`src/rtl/microc_pkg.sv`:
```
// Shared definitions for the microc control unit: opcode encodings,
// ALU operation codes, FSM states and the datapath control word.
package microc_pkg;

  // Opcode encodings (6-bit)
  localparam logic [5:0] OP_NOP    = 6'b000000;
  localparam logic [5:0] OP_J      = 6'b000001;
  localparam logic [5:0] OP_JZ     = 6'b000010;
  localparam logic [5:0] OP_JNZ    = 6'b000011;
  localparam logic [5:0] OP_HALT   = 6'b001111;
  // Load-immediate occupies 0001xx
  localparam logic [3:0] OP_LI_PFX = 4'b0001;
  // Opcode[5]=1 marks an ALU instruction; Opcode[4:2] carry the ALU op
  localparam int         OP_ALU_BIT = 5;

  // ALU operation encodings (the datapath interprets Opcode[4:2] directly)
  localparam logic [2:0] ALU_OP_0 = 3'b000;
  localparam logic [2:0] ALU_OP_1 = 3'b001;
  localparam logic [2:0] ALU_OP_2 = 3'b010;
  localparam logic [2:0] ALU_OP_3 = 3'b011;
  localparam logic [2:0] ALU_OP_4 = 3'b100;
  localparam logic [2:0] ALU_OP_5 = 3'b101;
  localparam logic [2:0] ALU_OP_6 = 3'b110;
  localparam logic [2:0] ALU_OP_7 = 3'b111;

  // Execution-enable FSM states
  typedef enum logic [1:0] {
    ST_IDLE = 2'd0,
    ST_RUN  = 2'd1,
    ST_HALT = 2'd2
  } uc_state_e;

  // Datapath control word
  typedef struct packed {
    logic       s_inc;
    logic       s_inm;
    logic       we;
    logic       wez;
    logic [2:0] alu_op;
    logic       pc_we;
  } ctrl_word_t;

  // Word driven whenever no instruction executes: PC holds, nothing written
  localparam ctrl_word_t CTRL_IDLE = '{
    s_inc:  1'b1,
    s_inm:  1'b0,
    we:     1'b0,
    wez:    1'b0,
    alu_op: ALU_OP_0,
    pc_we:  1'b0
  };

endpackage

```
`src/rtl/uc_decode.sv`:
```
// Purely combinational instruction decoder: Opcode/zero -> control word,
// plus flags for undefined opcodes and the HALT instruction.
module uc_decode
  import microc_pkg::*;
(
  input  logic [5:0]  opcode,
  input  logic        zero,
  output ctrl_word_t  ctrl,
  output logic        is_illegal,
  output logic        is_halt
);

  // Decode the opcode; undefined encodings behave as NOP and raise is_illegal
  always_comb begin
    ctrl       = CTRL_IDLE;
    ctrl.pc_we = 1'b1;
    is_illegal = 1'b0;
    is_halt    = 1'b0;
    if (opcode[OP_ALU_BIT]) begin
      ctrl.alu_op = opcode[4:2];
      ctrl.we     = 1'b1;
      ctrl.wez    = 1'b1;
    end else if (opcode[5:2] == OP_LI_PFX) begin
      ctrl.s_inm = 1'b1;
      ctrl.we    = 1'b1;
    end else begin
      case (opcode)
        OP_NOP:  ctrl.s_inc = 1'b1;
        OP_J:    ctrl.s_inc = 1'b0;
        OP_JZ:   ctrl.s_inc = ~zero;
        OP_JNZ:  ctrl.s_inc = zero;
        OP_HALT: begin
          ctrl.pc_we = 1'b0;
          is_halt    = 1'b1;
        end
        default: is_illegal = 1'b1;
      endcase
    end
  end

endmodule

```
`config.mk`:
```
export PLATFORM = sky130hd
export DESIGN_NAME = uc_decode
export DESIGN_NICKNAME = d
export VERILOG_FILES = /design/src/rtl/microc_pkg.sv /design/src/rtl/uc_decode.sv
export SDC_FILE = /design/constraint.sdc
export NUM_CORES = 1
export LEC_CHECK = 0
export CORE_AREA = 2 2 39 41
export DETAILED_ROUTE_END_ITERATION = 8
export DIE_AREA = 0 0 41 43
export PLACE_DENSITY = 0.41
export SLEW_MARGIN = 20
export SYNTH_ARGS = -nofsm -noshare
export SYNTH_HDL_FRONTEND = slang
export SYNTH_SLANG_ARGS = --single-unit
```
`constraint.sdc`:
```
create_clock -name vclk -period 0.9
set_clock_uncertainty 0.1 [all_clocks]
set_input_delay 0.135 -clock vclk [all_inputs]
set_output_delay 0.135 -clock vclk [all_outputs]
set_load 0.005 [all_outputs]
```
# Word level (Yosys, flattened, before mapping)
# Index checks and enable logic that the tools add are counted.
# W data, S select, Z words.
[totals]
reg_bits = 0
output_inout_bits = 10
elab_cells = 23
[classes]
n_eq_ne = 5
muxes = 15
bitwise_logic = 1
reduce_logical = 2
[ops]
columns = ["operator", "count"]
rows = [
  ["$eq A6 B2 Y1 const B", 2],
  ["$mux W1", 11],
  ["$eq A6 B1 Y1 const B", 1],
  ["$eq A6 B4 Y1 const B", 1],
  ["$logic_not A6 Y1", 1],
  ["$reduce_or A5 Y1", 1],
  ["$eq A4 B1 Y1 const B", 1],
  ["$mux W2", 2],
  ["$mux W4", 1],
  ["$pmux W1 S3", 1],
  ["$not A1 Y1", 1],
]

# Depth between registers and ports, before layout
# Gate-level depths: netlist of run 1.
[depth]
ltp_word = 5
ltp_mapped = 3
depth_no_buf = 2

# Worst setup path after synthesis of run 1
# OpenSTA, ideal clock, no wires.
[synth_path]
path_type = "input port to output port"
start = "input port opcode[5]"
end = "output port ctrl[0] (netlist name)"
arrival_ns = 0.651
path_slack_ns = 0.014
path_stages = 2
n_path_buf = 1
path_cell_list = "buf_2 > or3_1"
[synth_lines]
columns = ["element", "line_no", "text"]
rows = [
  ["start: declaration", "uc_decode.sv:6", "input logic [5:0] opcode,"],
  ["end: declaration", "uc_decode.sv:8", "output ctrl_word_t ctrl,"],
]

==> reports/metrics.csv, run 1 <==
metric;value;unit
grt_use_total;5.39;%
syn_inst;17;
nClkBuffers;0;
crit_required;0.66;ns
vias;206;
seq_area_frac_synth;0;%
viasPerCell;3.96;
drive_gt1_share;61.1;%
start_kind;input port;
dieArea;0.00176;mm²
critPathCaptureType;primary output;
grtUsageMet1;6.33;%
start_util;8.41;%
dr.pass1.iters;1;
synth_fp_nets;24;
rsz0062_at_grt;yes;
dpl_cell_area;317;µm²
max_stage_delay;0.37;ns
violations;setup timing;
fillers;167;
max_slew.worst_pin.slew;0.183;ns
maxCapViolCount;0;
yosys_warnings;0;
min_path_type;in -> out;
yosysTopAreaCell;and2_1;
stdcell_area;332;µm²
coreArea;0.00138;mm²
cp_max_fo;3;
leakage;0.153;nW
port_buffers;17;
ant_nets;0;
period_share;118;%
antenna_found_initial;0;
dpl.hpwl;371;µm
setup_tns;-0.680;ns
use_met2;10.3;%
fin_nets;45;
die_w;41;µm
hold_viol_final;0;
wire_per_inst;8.81;µm
use_met3;0.524;%
yosysMostFrequentCell;and2_1;
path_class;in -> out;
synth.cells.most_frequent;3 x and2_1, 2 x nor3_1;
hold_buffers;0;
drc;0;
grt.busiest_layer;met2;
fin_crit;1.06;ns
crit_cells;4;
num_rows;14;
die_h;43;µm
crit_slowest_cell;or3_1;
synth_top_cell_area_share;16.1;%
status;complete, but fails checks;
antennaDiodeCount;0;
fmax;939;MHz
path_buf_inv;2;
place_congestion;0.530;
peakVddDrop;0.0000543;V
drt_iter0_markers;0;
power_density;360;mW/mm²
path_cells;buf_6 > nand4_1 > or3_1 > buf_2;
synth_area_leaders;and2_1 16%, nor3_1 8.6%, o21ba_2 8.6%;
arrival;0.83;ns
num_io_pins;17;
syn_area;116;µm²
finalWirelength;458;µm
synthToLayoutAreaGrowth;185;%
post-route-worst-setup-slack;-0.165;ns
crit_family;simple AND/OR/NAND/NOR gates;
final-seq-area;0;µm²
synth_cell_types;14;
grt-ovfl-total;0;
avgSynthCellArea;6.84;µm²
crit_end;ctrl[0];
grt_max_degree;11;
nFlopsAndLatches;0;
timing.slew.headroom;87.7;%
slew_violations;0;
crit_start;opcode[0];
finalSetupViolCount;6;
grt_pass1_wl;738;µm
first_global_vias;191;
power by group:
part           internal (mW)  switching [mW]
logic                 0.0778          0.0415
registers                  0               0
clock network              0               0
total                 0.0778          0.0415
per-stage QoR:
stage | worst slack (ns) | std cells | utilization, % | hold slack [ns] | total power [mW]
after floorplan | 0.0139 | 17 | - | 0.204 | 0.0339
after global placement | -0.932 | 51 | 22.9 | 1.21 | 0.115
after detailed placement | -0.945 | 51 | 22.9 | 1.22 | 0.116
after CTS | -0.183 | 52 | 23.4 | 0.443 | 0.116
after global routing | -0.236 | 52 | 24.0 | 0.467 | 0.132
final | -0.165 | 52 | 24.0 | 0.441 | 0.119
kinds of logic after synthesis:
kind of cell | Yosys count | share of synthesized area (%)
AO/OA/AOI/OAI | 5 | 34.4
buffers and inverters | 2 | 10.8
AND/OR/NAND/NOR | 10 | 54.9
tightest hold or removal path, cell delays in order:
cell    delay, ns
buf_6        0.11
nor3_2       0.05
buf_2        0.11
timing repair:
| action | in CTS | in global routing |
|---|---|---|
| setup endpoints to repair | 10 | 7 |
| hold endpoints to repair | 0 | 0 |
| pin swaps | 7 | 3 |
| buffers inserted | 1 | 0 |
| resized for setup | 71 | 2 |
worst min-delay path by stage:
| stage | start | end | slack, ns | cells after the start |
|---|---|---|---|---|
| 2_1_floorplan | opcode[4] | is_halt | 0.20 | 1 |
| 3_3_place_gp | opcode[5] | ctrl[4] | 1.21 | 2 |
| 3_5_place_dp | opcode[5] | ctrl[4] | 1.22 | 2 |
| 4_1_cts | opcode[5] | is_halt | 0.44 | 3 |
| 5_1_grt | opcode[5] | is_halt | 0.47 | 3 |
| 6_report | opcode[5] | is_halt | 0.44 | 3 |
routing by layer:
| metal | vias up | part of all wire (%) |
|---|---|---|
| met1 | 96 | 30 |
| li1 | 102 | - |
| met3 | 0 | 11 |
| met5 | - | 0 |
| met4 | 0 | 0 |
| met2 | 8 | 58 |
layout make-up:
cell class / count / area, µm² / area share, %
Timing Repair Buffer: 21 / 184 / 55.5
Tap cell: 16 / 20.0 / 6.04
Multi-Input combinational cell: 15 / 128 / 38.5
layout by cell type, fill, tap and decap left out:
| cell | netlist | final |
|---|---|---|
| and2_4 | 0 | 1 |
| o31a_2 | 1 | 1 |
| o21ba_4 | 0 | 1 |
| or3_1 | 1 | 1 |
| dlygate4sd2_1 | 0 | 3 |
| nor4_2 | 0 | 1 |
| nor3_2 | 0 | 2 |
| o21ai_1 | 0 | 1 |
| a21o_1 | 1 | 1 |
| buf_8 | 0 | 1 |
| buf_2 | 1 | 5 |
| and2_1 | 3 | 3 |
| a21boi_0 | 1 | 1 |
| buf_4 | 1 | 4 |
| and3b_1 | 1 | 1 |
| nand4_1 | 1 | 1 |
| clkdlybuf4s15_1 | 0 | 2 |
| buf_6 | 0 | 6 |
(Power assumes the default switching activity.)
==> inputs of run 2 (changes only) <==
- MAX_ROUTING_LAYER: unset -> met4
==> run 2 against run 1 <==
  * The run still ends with setup timing left
  * Combinational power about the same
  * Critical path depth unchanged
  * Core utilization unchanged
  * Global-route usage up 0.13 points
  * Final cell count unchanged
  * Hold slack about the same
  * First-iteration DRC count unchanged
  * Critical endpoint unchanged
==> reports/metrics.csv, run 2 (same netlist as run 1, synthesis figures left out) <==
metric;value;unit;change
status;complete, but fails checks;;unchanged
violations;setup timing;;unchanged
drive_gt1_share;61.1;%;unchanged
dr.pass1.iters;1;;unchanged
power_density;360;mW/mm²;about the same
die_w;41;µm;unchanged
ant_nets;0;;unchanged
port_buffers;17;;unchanged
multi_input_area;128;µm²;unchanged
rsz0062_at_grt;yes;;unchanged
crit_slowest_cell;or3_1;;unchanged
period_share;118;%;about the same
grt_use_total;5.53;%;was 5.39%
crit_required;0.66;ns;about the same
start_util;8.41;%;unchanged
antennaDiodeCount;0;;unchanged
max_slew.worst_pin.slew;0.183;ns;unchanged
place_congestion;0.531;;was 0.530
fillers;167;;unchanged
start_kind;input port;;unchanged
fin_nets;45;;unchanged
drt_iter0_markers;0;;unchanged
first_global_vias;191;;unchanged
path_class;in -> out;;unchanged
num_io_pins;17;;unchanged
maxCapViolCount;0;;unchanged
finalSetupViolCount;6;;unchanged
seqPwrFrac;0;%;about the same
drc;0;;unchanged
viasPerCell;3.96;;unchanged
hold_buffers;0;;unchanged
nFlopsAndLatches;0;;unchanged
crit_family;simple AND/OR/NAND/NOR gates;;unchanged
final_common_cell;buf_6;;unchanged
finish.utilization;24.0;%;unchanged
critPathCaptureType;primary output;;unchanged
combPwrFrac;100.0;%;about the same
grt-ovfl-total;0;;unchanged
num_rows;14;;unchanged
peakVddDrop;0.0000543;V;about the same
switching_power;0.0415;mW;about the same
fmax;939;MHz;about the same
fin_crit;1.06;ns;about the same
timing.slew.headroom;87.7;%;unchanged
path_cells;buf_6 > nand4_1 > or3_1 > buf_2;;unchanged
arrival;0.83;ns;about the same
finalWirelength;453;µm;was 458 µm
die_h;43;µm;unchanged
slew_violations;0;;unchanged
leakage;0.153;nW;unchanged
vias;206;;unchanged
max_stage_delay;0.37;ns;about the same
nClkBuffers;0;;unchanged
path_buf_inv;2;;unchanged
sw_frac_of_total;34.8;%;about the same
layout_common_cells;6 x buf_6, 5 x buf_2, 4 x buf_4, 3 x and2_1, 3 x dlygate4sd2_1;;unchanged
coreArea;0.00138;mm²;unchanged
min_path_type;in -> out;;unchanged
antenna_found_initial;0;;unchanged
p_int;0.0778;mW;about the same
synthToLayoutAreaGrowth;185;%;unchanged
grt_max_degree;11;;unchanged
clkPwrFrac;0;%;about the same
post-route-worst-setup-slack;-0.165;ns;about the same
hold_viol_final;0;;unchanged
setup_tns;-0.680;ns;about the same
dieArea;0.00176;mm²;unchanged
dpl.hpwl;371;µm;unchanged
final-seq-area;0;µm²;unchanged
grt_pass1_wl;738;µm;unchanged
cp_max_fo;3;;unchanged
wire_per_inst;8.71;µm;was 8.81 µm
run 2: power by group through the flow:
| stage | Sequential (mW) | Clock (mW) | Combinational, mW |
|---|---|---|---|
| after detailed placement | 0 | 0 | 0.116 |
| after CTS | 0 | 0 | 0.116 |
| after global routing | 0 | 0 | 0.132 |
| final | 0 | 0 | 0.119 |
| after floorplan | 0 | 0 | 0.0339 |
| after global placement | 0 | 0 | 0.115 |
run 2: timing repair:
action | 4_1_cts | 5_1_grt
buffers inserted | 1 | 0
pin swaps | 7 | 3
setup endpoints to repair | 10 | 7
resized for setup | 71 | 2
cloned | 0 | 0
run 2: area by class of cell:
type | instances | share of cell area [%]
well taps | 16 | 6.04
repair buffers | 21 | 55.5
multi-input cells | 15 | 38.5
run 2: tightest hold or removal path: stages:
cell,delay (ns)
buf_6,0.11
nor3_2,0.05
buf_2,0.11
run 2: through the flow:
stage	power, mW	std cells	area, µm²	hold WS [ns]	setup slack (ns)
after detailed placement	0.116	51	317	1.22	-0.945
after global routing	0.132	52	332	0.467	-0.236
after global placement	0.115	51	317	1.21	-0.932
final	0.119	52	332	0.441	-0.165
after floorplan	0.0339	17	116	0.204	0.0139
after CTS	0.116	52	324	0.443	-0.183
run 2: path summary, 6_finish.rpt:
check,start,endpoint,slack [ns],depth (start not counted)
max,opcode[0],ctrl[0],-0.16,4
min,opcode[5],is_halt,0.44,3
run 2: per-layer routing:
| metal | track usage (%) | up-vias | share of wire (%) |
|---|---|---|---|
| met4 | 0 | 0 | 0 |
| met2 | 10.3 | 8 | 60 |
| met5 | - | - | 0 |
| li1 | - | 102 | - |
| met1 | 6.33 | 96 | 29 |
| met3 | 0.524 | 0 | 11 |
==> inputs of run 3 (changes only) <==
- SLEW_MARGIN: 20 -> unset
==> results of run 3 <==
No change in the layout: final DEF, timing and power equal those of run 2.
